--- config.mk ---
export PLATFORM = sky130hd
export DESIGN_NAME = chip8_timer_bank_flat
export DESIGN_NICKNAME = d
export VERILOG_FILES = /design/src/rtl/chip8_timer_bank_if.sv /design/src/rtl/chip8_timer_bank.sv /design/src/flat_wrapper.sv
export SDC_FILE = /design/constraint.sdc
export NUM_CORES = 1
export LEC_CHECK = 0
export BUFFER_PORTS_ARGS = -buffer_cell sky130_fd_sc_hd__buf_2
export CELL_PAD_IN_SITES_DETAIL_PLACEMENT = 0
export CELL_PAD_IN_SITES_GLOBAL_PLACEMENT = 2
export CORE_MARGIN = 2
export CORE_UTILIZATION = 36
export DETAILED_ROUTE_END_ITERATION = 16
export GPL_TIMING_DRIVEN = 0
export PLACE_DENSITY_LB_ADDON = 0.1
export SLEW_MARGIN = 20
export SYNTH_ARGS = -nofsm -noshare
export SYNTH_HDL_FRONTEND = slang
export SYNTH_SLANG_ARGS = --single-unit
export TNS_END_PERCENT = 100
--- constraint.sdc ---
create_clock -name clk -period 3.35 [get_ports clk]
set_input_delay 0.67 -clock clk [delete_from_list [all_inputs] [get_ports clk]]
set_output_delay 0.67 -clock clk [all_outputs]
set_load 0.02 [all_outputs]
--- src/rtl/chip8_timer_bank_if.sv ---
// Register/read bus between the CHIP-8 CPU (master) and the timer bank (slave).
// Carries pause, the single write port, the read mux and the status outputs.
interface chip8_timer_bank_if #(
  parameter int NUM_TIMERS = 2,
  parameter int WIDTH      = 8
);
  localparam int SEL_W = (NUM_TIMERS > 1) ? $clog2(NUM_TIMERS) : 1;

  logic                        pause;
  logic                        wr_en;
  logic [SEL_W-1:0]            wr_sel;
  logic [WIDTH-1:0]            wr_data;
  logic [SEL_W-1:0]            rd_sel;
  logic [WIDTH-1:0]            rd_data;
  logic [NUM_TIMERS*WIDTH-1:0] timers;
  logic [NUM_TIMERS-1:0]       active;
  logic                        tick;
  logic [NUM_TIMERS-1:0]       expired;

  modport master (
    output pause, wr_en, wr_sel, wr_data, rd_sel,
    input  rd_data, timers, active, tick, expired
  );

  modport slave (
    input  pause, wr_en, wr_sel, wr_data, rd_sel,
    output rd_data, timers, active, tick, expired
  );
endinterface

--- src/rtl/chip8_timer_bank.sv ---
// Bank of NUM_TIMERS saturating down-counters (T0 = delay, T1 = sound) stepped by a TICK_HZ prescaler.
// Optional expiry pulses are generated only when the TIMER_IRQ_EN macro is defined.
module chip8_timer_bank #(
  parameter int CLK_HZ     = 50_000_000,
  parameter int TICK_HZ    = 60,
  parameter int NUM_TIMERS = 2,
  parameter int WIDTH      = 8
) (
  input  logic                 clk,
  input  logic                 reset,
  chip8_timer_bank_if.slave    bus
);
  localparam int DIV   = CLK_HZ / TICK_HZ;
  localparam int CNT_W = (DIV > 1) ? $clog2(DIV) : 1;
  localparam int SEL_W = (NUM_TIMERS > 1) ? $clog2(NUM_TIMERS) : 1;
  localparam logic [CNT_W-1:0] CNT_MAX = CNT_W'(DIV - 1);

  // Timers stop at zero instead of wrapping to all-ones.
  function automatic logic [WIDTH-1:0] sat_dec(input logic [WIDTH-1:0] v);
    return (v == '0) ? v : v - WIDTH'(1);
  endfunction

  logic [CNT_W-1:0]      cnt_q, cnt_d;
  logic                  tick_now;
  logic                  tick_q;
  logic [WIDTH-1:0]      tmr_q [NUM_TIMERS];
  logic [WIDTH-1:0]      tmr_d [NUM_TIMERS];
  logic [NUM_TIMERS-1:0] wr_hit;
  logic [WIDTH-1:0]      rd_mux;
  logic [NUM_TIMERS*WIDTH-1:0] timers_flat;
  logic [NUM_TIMERS-1:0] active_vec;

  assign tick_now = (cnt_q == CNT_MAX) && !bus.pause;

  always_comb begin
    cnt_d = cnt_q;
    if (!bus.pause) begin
      cnt_d = (cnt_q == CNT_MAX) ? '0 : cnt_q + CNT_W'(1);
    end
  end

  // A write to a timer wins over its decrement on the same edge.
  always_comb begin
    for (int i = 0; i < NUM_TIMERS; i++) begin
      wr_hit[i] = bus.wr_en && (bus.wr_sel == SEL_W'(i));
      if (wr_hit[i]) begin
        tmr_d[i] = bus.wr_data;
      end else if (tick_now) begin
        tmr_d[i] = sat_dec(tmr_q[i]);
      end else begin
        tmr_d[i] = tmr_q[i];
      end
    end
  end

  always_ff @(posedge clk or posedge reset) begin
    if (reset) begin
      cnt_q  <= '0;
      tick_q <= 1'b0;
      for (int i = 0; i < NUM_TIMERS; i++) begin
        tmr_q[i] <= '0;
      end
    end else begin
      cnt_q  <= cnt_d;
      tick_q <= tick_now;
      for (int i = 0; i < NUM_TIMERS; i++) begin
        tmr_q[i] <= tmr_d[i];
      end
    end
  end

  // Out-of-range read selects fall through every comparison and read as zero.
  always_comb begin
    rd_mux = '0;
    for (int i = 0; i < NUM_TIMERS; i++) begin
      if (bus.rd_sel == SEL_W'(i)) begin
        rd_mux = tmr_q[i];
      end
    end
  end

  always_comb begin
    timers_flat = '0;
    active_vec  = '0;
    for (int i = 0; i < NUM_TIMERS; i++) begin
      timers_flat[i*WIDTH +: WIDTH] = tmr_q[i];
      active_vec[i]                 = (tmr_q[i] != '0);
    end
  end

  assign bus.rd_data = rd_mux;
  assign bus.timers  = timers_flat;
  assign bus.active  = active_vec;
  assign bus.tick    = tick_q;

`ifdef TIMER_IRQ_EN
  logic [NUM_TIMERS-1:0] exp_q, exp_d;

  // Only a tick-driven 1 -> 0 transition counts; a write on that edge suppresses it.
  always_comb begin
    for (int i = 0; i < NUM_TIMERS; i++) begin
      exp_d[i] = tick_now && !wr_hit[i] && (tmr_q[i] == WIDTH'(1));
    end
  end

  always_ff @(posedge clk or posedge reset) begin
    if (reset) begin
      exp_q <= '0;
    end else begin
      exp_q <= exp_d;
    end
  end

  assign bus.expired = exp_q;
`else
  assign bus.expired = '0;
`endif

endmodule
--- src/flat_wrapper.sv ---
// flat-port wrapper written by rule: the top's interface ports become plain ports
module chip8_timer_bank_flat 
#(
  parameter int CLK_HZ     = 50_000_000,
  parameter int TICK_HZ    = 60,
  parameter int NUM_TIMERS = 2,
  parameter int WIDTH      = 8
)
  (clk, reset, bus_pause, bus_wr_en, bus_wr_sel, bus_wr_data, bus_rd_sel, bus_rd_data, bus_timers, bus_active, bus_tick, bus_expired);
  chip8_timer_bank_if #(.NUM_TIMERS(NUM_TIMERS), .WIDTH(WIDTH)) bus_i ();
  input  logic clk;
  input  logic reset;
  input wire logic [$bits(bus_i.pause)-1:0] bus_pause;
  input wire logic [$bits(bus_i.wr_en)-1:0] bus_wr_en;
  input wire logic [$bits(bus_i.wr_sel)-1:0] bus_wr_sel;
  input wire logic [$bits(bus_i.wr_data)-1:0] bus_wr_data;
  input wire logic [$bits(bus_i.rd_sel)-1:0] bus_rd_sel;
  output wire logic [$bits(bus_i.rd_data)-1:0] bus_rd_data;
  output wire logic [$bits(bus_i.timers)-1:0] bus_timers;
  output wire logic [$bits(bus_i.active)-1:0] bus_active;
  output wire logic [$bits(bus_i.tick)-1:0] bus_tick;
  output wire logic [$bits(bus_i.expired)-1:0] bus_expired;
  assign bus_i.pause = bus_pause;
  assign bus_i.wr_en = bus_wr_en;
  assign bus_i.wr_sel = bus_wr_sel;
  assign bus_i.wr_data = bus_wr_data;
  assign bus_i.rd_sel = bus_rd_sel;
  assign bus_rd_data = bus_i.rd_data;
  assign bus_timers = bus_i.timers;
  assign bus_active = bus_i.active;
  assign bus_tick = bus_i.tick;
  assign bus_expired = bus_i.expired;
  chip8_timer_bank #(.CLK_HZ(CLK_HZ), .TICK_HZ(TICK_HZ), .NUM_TIMERS(NUM_TIMERS), .WIDTH(WIDTH)) u_core (.clk(clk), .reset(reset), .bus(bus_i));
endmodule
## Yosys cells after proc, flatten, opt, wreduce, memory -nomap -nowiden

Cells that the tools add are included.

- Add/sub/neg operators: 3
- Reductions and logical operators: 12
- Equality and inequality tests: 3
- Bitwise gates (word level): 1
- Muxes and demuxes: 8

Operators with widths:

| kind | count |
|---|---|
| $mux 8 | 7 |
| $add 20x1->20 const B | 1 |
| $eq 20x20->1 const B | 1 |
| $mux 20 | 1 |
| $logic_not 8->1 | 2 |
| $reduce_bool 8->1 | 2 |
| $sub 8x1->8 const B | 2 |
| $ne 2x1->1 const B | 2 |
| $reduce_and 2->1 | 2 |
| $reduce_bool 2->1 | 2 |
| $logic_and 1x1->1 | 3 |
| $logic_not 1->1 | 1 |
| $not 1->1 | 1 |

- Word-level logic and storage cells: 31
- Register bits after elaboration: 37
- Output and inout port bits: 29
- Bits of input ports: 14

## Depth between registers and ports, before layout

Gate-level depths: netlist of run 1.

- Word-level depth: 4
- Gate-level depth with buffers: 8
- Gate-level depth less buffers: 8

## Worst setup path after synthesis of run 1

OpenSTA, ideal clock, no wires.

- Path type: reg2reg
- From: register u_core.tmr_q, in the netlist u_core.bus.timers[8]
- To: register u_core.tmr_q, in the netlist u_core.bus.timers[9]
- Path buffers: 0
- Data arrival time: 2.106 ns
- Data required time: 3.225 ns
- Setup time: 0.125 ns
- Period minus slack after synthesis: 2.230 ns
- Cell stages (with the launch flop): 8
- Path slack: 1.120 ns
- Cells stage by stage: dfrtp_1 > inv_1 > ha_1 > nor4b_1 > nand3b_1 > nand3_1 > mux2i_1 > mux2_2

- Word-level cells in the longest chain between the ends: 4
- Elaborated cells between the ends (all ways): 7
- Those cells by class: add/sub: 1; eq/ne: 1; mux: 3; reduce/logical: 2

Ends and longest elaborated chain:

| what | line | text |
|---|---|---|
| from (decl) | chip8_timer_bank.sv:26 | `logic [WIDTH-1:0] tmr_q [NUM_TIMERS];` |
| from (signal, indexed assignment) | chip8_timer_bank.sv:67 | `tmr_q[i] <= tmr_d[i];` |
| $sub 8x1->8 | chip8_timer_bank.sv:20 | `return (v == '0) ? v : v - WIDTH'(1);` |
| $mux 8 | chip8_timer_bank.sv:20 |  |
| $mux 8 | chip8_timer_bank.sv:48 | `end else if (tick_now) begin` |
| $mux 8 | chip8_timer_bank.sv:46 | `if (wr_hit[i]) begin` |

Parallel ways exist; a longest one is shown, timed or not. The select of a mux whose other input is x is not followed.
A chain may end at the register's enable or synchronous reset.

## Worst setup path in the final report of run 1

- From: register u_core.tmr_q, in the netlist u_core.bus.timers[8]
- To: output port bus_active[1]

- Word-level cells in the longest chain between the ends: 1

Ends and longest elaborated chain:

| what | line | text |
|---|---|---|
| $reduce_bool 8->1 | chip8_timer_bank.sv:87 | `active_vec[i] = (tmr_q[i] != '0);` |
| to (decl) | flat_wrapper.sv:20 | `output wire logic [$bits(bus_i.active)-1:0] bus_active;` |

Every way passes these cells.

==> results of run 1 <==
## synth_stat cells (all sizes together), types with 2 or more instances
cell type   n
a21oi       9
xor2       14
and4        3
nand2b      2
mux2i       4
xnor2       8
and3        4
ha          4
nor2b       3
nand3      16
nor3        6
or4         2
mux2        7
or3         4
clkbuf      4
nor3b       2
dfrtp      37
o311ai      3
nand2      21
nand4      11
o211ai      3
nor2       20
o21ai      10
a31oi       2
inv         8
buf         6
or4b        2
nor4b       3
## worst paths after layout
path                                      start               endpoint  slack (ps)  cells after the start
setup / recovery           u_core.bus.timers[8]          bus_active[1]         510                      5
hold / removal                            reset  u_core.bus.timers[13]         310                      2
setup reg to reg                u_core.cnt_q[2]   u_core.bus.timers[6]         980                      6
hold reg to reg                 u_core.cnt_q[6]        u_core.cnt_q[6]         500                      1
max in group asynchronous                 reset       u_core.cnt_q[18]        2600                      3
min in group clk                u_core.cnt_q[6]        u_core.cnt_q[6]         500                      1
## metal layers
layer,wire [um],up-vias,share of wire (%)
met5,0,-,0
met2,2269,32,42
met3,221,5,4.1
met1,2829,861,53
met4,32,0,0.60
li1,-,895,-
## layout by cell type (no fill, tap or decap), types with 5 or more instances in the layout
cell / netlist / final
a21oi_1: 9 / 9
nor2_1: 20 / 20
xor2_1: 14 / 14
nand3_1: 16 / 16
inv_1: 8 / 7
o21ai_0: 10 / 10
xnor2_1: 8 / 8
nand2_1: 20 / 20
clkbuf_8: 0 / 6
buf_2: 0 / 39
nor3_1: 5 / 5
dfrtp_1: 37 / 37
nand4_1: 11 / 11
mux2_2: 7 / 7
## critical path: cells and delay by family (launching register included)
family                   cells  cell delay (ps)
flip-flops                   1              420
AND/OR/NAND/NOR              2              900
buffers and inverters        2              370
adder cells (fa/ha/maj)      1              180
## power breakdown
group	switching, uW	leakage, uW	internal (uW)	total [uW]
clock network	167	0.0000574	242	409
registers	85.7	0.000468	512	598
logic	181	0.000611	133	314
## logic make-up (layout without fill, tap and decap cells)
family,count (synthesis),count (layout),synth area share (%)
other cells,1,2,0.1785
buf+inv,18,66,3.752
compound gates,28,28,7.802
fa+ha+maj,4,4,2.382
flops,37,37,44.07
xor+xnor,22,22,9.172
simple gates,102,102,26.98
mux,11,11,5.658
## metrics by stage
stage | total power, uW | setup WS (ps)
3_3_place_gp | 916.5 | 602.8
5_1_grt | 1412 | 354.3
6_report | 1321 | 511.9
3_5_place_dp | 923.6 | 609.0
2_1_floorplan | 806.5 | 1120
4_1_cts | 1341 | 526.5
## state kept, by name, indices dropped and copies added, names as in the netlist
name	count
u_core.cnt_q	20
u_core.bus.timers	16
u_core.bus.tick	1
## layout make-up
class | count | area [um^2] | area share, %
Sequential cell | 37 | 925.9 | 36.60
Buffer | 10 | 48.80 | 1.929
Clock buffer | 6 | 82.58 | 3.264
Multi-Input combinational cell | 169 | 1100 | 43.47
Clock inverter | 2 | 37.54 | 1.484
Inverter | 8 | 30.03 | 1.187
Timing Repair Buffer | 40 | 215.2 | 8.506
Tap cell | 72 | 90.09 | 3.561
==> flow_summary.json, run 1 <==
{
  "status": "finished clean",
  "setup_viol": 0,
  "dr.pass1.iters": 4,
  "track_usage_pct": 17.89,
  "syn2layout_area_growth_pct": 20.43,
  "final_cells": 344,
  "placed_area_mm2": 0.002410,
  "grt_first_pass_wirelength_mm": 8.797,
  "gp_congestion": 0.8152,
  "placeableCoreArea_mm2": 0.005574,
  "clk_pin_slew_ps": 80,
  "dp.cells": 336,
  "cts_buffers": 5,
  "ys_seq_elements": 37,
  "grt_max_degree": 28,
  "cpPeakStageDelay_ps": 560,
  "wire_per_inst_um": 15.56,
  "h-tree-depth": 2,
  "vias_per_cell": 5.212,
  "nets": 289,
  "ant_nets": 0,
  "clock_latency_ps": 290,
  "rows": 27,
  "drive_gt1_share_pct": 23.16,
  "tightest_slew_ps": 669.4,
  "final.fill_count": 583,
  "finalHoldViolations": 0,
  "netlist_instances": 223,
  "ios": 43,
  "fin_skew_ps": 3.710,
  "worstSetupEndpointType": "primary output",
  "clockRootBuffer": "clkbuf_8",
  "die_width_um": 80.39,
  "syn_area_per_cell_um2": 9.420,
  "design_area_mm2": 0.002530,
  "use_met3_pct": 3.820,
  "dieArea_mm2": 0.006463,
  "grt_antenna_before_repair": 0,
  "grt_overflow_total": 0,
  "grt_pass1_vias": 1713,
  "crit_chain": "inv_1, ha_1, nor4b_1, nand3b_1, buf_2",
  "worst-endpoint-arrival_ps": 2170,
  "drv_slew": 0,
  "synthArstFlopShare_pct": 100.0,
  "post-route-min-period_ps": 2838,
  "start_kind": "flip-flop",
  "final_util_pct": 45.39,
  "post_cts_buffers": 0,
  "grtUsageMet1_pct": 28.57,
  "drc": 0,
  "initial_core_util_pct": 37.69,
  "yosys_warnings": 0,
  "whs_ps": 314.2,
  "routed_wl_mm": 5.353,
  "busiest_layer": "met1",
  "netlist_top_cells_area": "dfrtp_1 (44%), xor2_1 (5.8%), nand3_1 (3.8%), mux2_2 (3.8%), nand2_1 (3.6%)",
  "synth_top_cell_area_share_pct": 44.07,
  "num_vias": 1793,
  "port_buffers": 39,
  "criticalPathCategory": "reg2out",
  "final.setup.tns_ps": 0,
  "drt-initial-drc-count": 76,
  "ys_seq_area_share_pct": 44.07,
  "hpwl_mm": 4.128,
  "netlist_area_mm2": 0.002101,
  "cts_sinks": 37,
  "cts_tree": "built",
  "slew_headroom_pct": 54.75,
  "met2_usage_pct": 24.00,
  "rsz0062_at_grt": "false",
  "synth_edf_count": 0,
  "crit_fanout": 6,
  "cts_resized": 0,
  "peakVddDrop_mv": 0.1803,
  "cts_buffer_depth": 2,
  "ctsHoldBuffers": 0,
  "p_leak_uw": 0.001136,
  "maxClockFrequency_mhz": 352.4,
  "yosysUniqueCellTypes": 38,
  "layout_worst_path_cycle_share_pct": 84.72,
  "cp.required_ps": 2680,
  "power.density_mw_per_mm2": 522.2,
  "yosysTopAreaCell": "dfrtp_1",
  "slowest_stage": "nor4b_1",
  "hp-class": "in2async",
  "n_antenna_cell": 0,
  "drv_cap": 0,
  "ys.flop_type": "dfrtp_1",
  "die_h_um": 80.39
}
Power figures use the tool's default switching activity.
==> inputs of run 2 (changes only) <==
--- a/config.mk
+++ b/config.mk
@@ -9,7 +9,7 @@
 export CELL_PAD_IN_SITES_DETAIL_PLACEMENT = 0
 export CELL_PAD_IN_SITES_GLOBAL_PLACEMENT = 2
 export CORE_MARGIN = 2
-export CORE_UTILIZATION = 36
+export CORE_UTILIZATION = 30
 export DETAILED_ROUTE_END_ITERATION = 16
 export GPL_TIMING_DRIVEN = 0
 export PLACE_DENSITY_LB_ADDON = 0.1
==> constraint.sdc (replaced) <==
create_clock -name clk -period 2.5 [get_ports clk]
set_input_delay 0.5 -clock clk [delete_from_list [all_inputs] [get_ports clk]]
set_output_delay 0.5 -clock clk [all_outputs]
set_load 0.02 [all_outputs]
==> flow_summary.json, run 2 (synthesized netlist as in run 1, its figures left out) <==
{
  "status": "finished clean",
  "criticalPathCategory": "reg2out",
  "design_area_mm2": 0.002545,
  "finalHoldViolations": 0,
  "hpwl_mm": 4.221,
  "wire_per_inst_um": 15.17,
  "port_buffers": 39,
  "hp-class": "in2async",
  "power.density_mw_per_mm2": 648.0,
  "cp.required_ps": 2000,
  "tightest_slew_ps": 540.0,
  "placeableCoreArea_mm2": 0.006794,
  "ant_nets": 0,
  "setup_viol": 0,
  "grt_max_degree": 29,
  "clock_latency_ps": 290,
  "cts_buffer_depth": 2,
  "clk_pin_slew_ps": 80,
  "drt-initial-drc-count": 115,
  "final_common_cell": "buf_2",
  "n_antenna_cell": 0,
  "dp.cells": 360,
  "cts_resized": 1,
  "post-route-min-period_ps": 2285,
  "placed_area_mm2": 0.002440,
  "cts_buffers": 5,
  "ff2ff_path_depth": 6,
  "final_cell_mix": "buf_2 (39), dfrtp_1 (37), nand2_1 (20), nor2_1 (20), nand3_1 (16)",
  "post_cts_buffers": 0,
  "cts_sinks": 37,
  "vias_per_cell": 4.791,
  "fin_skew_ps": 4.267,
  "grt_antenna_before_repair": 0,
  "drv_slew": 0,
  "drive_gt1_share_pct": 23.90,
  "worst-endpoint-arrival_ps": 1790,
  "dr.pass1.iters": 4,
  "grt_overflow_total": 0,
  "grt_first_pass_wirelength_mm": 8.976,
  "peakVddDrop_mv": 0.2199,
  "gp_congestion": 0.7679,
  "die_width_um": 87.68,
  "grt_pass1_vias": 1611,
  "drv_cap": 0,
  "p_leak_uw": 0.001134,
  "num_vias": 1763,
  "layout_worst_path_cycle_share_pct": 91.41,
  "initial_core_util_pct": 30.92,
  "final_util_pct": 37.46,
  "largest_register_ffs": 20,
  "nets": 289,
  "dieArea_mm2": 0.007688,
  "die_h_um": 87.68,
  "cts_tree": "built",
  "drc": 0,
  "routed_wl_mm": 5.581,
  "rows": 30,
  "slew_headroom_pct": 63.72,
  "ctsHoldBuffers": 0,
  "crit_fanout": 6,
  "start_kind": "flip-flop",
  "clockRootBuffer": "clkbuf_8",
  "rsz0062_at_grt": "false",
  "regMostFlops": "u_core.cnt_q",
  "ios": 43,
  "final_cells": 368,
  "h-tree-depth": 2,
  "maxClockFrequency_mhz": 437.6,
  "worstSetupEndpointType": "primary output",
  "track_usage_pct": 15.54,
  "syn2layout_area_growth_pct": 21.14
}
==> run 2: layout make-up <==
cell class                 instances  area (um^2)
fill                             713         4249
multi-input combinational        169         1121
sequential                        37        925.9
timing repair buffer              40        215.2
tap                               96        120.1
clock buffer                       6        72.57
buffer                            10        50.05
inverter                           8        30.03
clock inverter                     2        10.01
==> run 2: through the flow <==
step | hold slack (ps) | power (uW) | worst slack, ps | setup TNS, ps
after detailed placement | 444.3 | 1236 | -87.36 | -183.9
after global placement | 484.3 | 1230 | -117.3 | -360.9
after CTS | 129.8 | 1668 | 87.45 | 0
final | 129.5 | 1649 | 214.9 | 0
after floorplan | 448.4 | 1081 | 269.7 | 0
after global routing | 137.4 | 1756 | 15.07 | 0
==> run 2: path summary, 6_finish.rpt <==
path | from | end | slack [ps]
max in group asynchronous | reset | u_core.bus.timers[1] | 1940
min in group clk | bus_wr_data[0] | u_core.bus.timers[0] | 430
worst min-delay path | reset | u_core.bus.timers[4] | 130
worst max-delay path | u_core.bus.timers[8] | bus_active[1] | 210
worst max register to register | u_core.cnt_q[2] | u_core.bus.timers[6] | 310
worst min register to register | u_core.cnt_q[19] | u_core.cnt_q[19] | 500
==> run 2: report_power, final <==
| group | total (uW) | switching [uW] | internal [uW] |
|---|---|---|---|
| Combinational | 414 | 236 | 179 |
| Clock | 426 | 232 | 194 |
| Sequential | 809 | 123 | 686 |
==> run 2: layer usage <==
metal  up-vias  part of all wire (%)  GRT usage [%]  wire length [um]
li1        888                     -              -                 -
met1       822                    55          24.81              3056
met2        45                    39          20.11              2191
met3         8                   4.5          3.676               253
met4         0                   1.4          4.895                80
met5         -                     0              0                 0
==> run 2: critical path: stages, from the launching register on <==
cell	delay, ps
dfrtp_1	410
inv_1	100
ha_1	190
nor4b_4	290
nand3b_1	260
buf_2	240
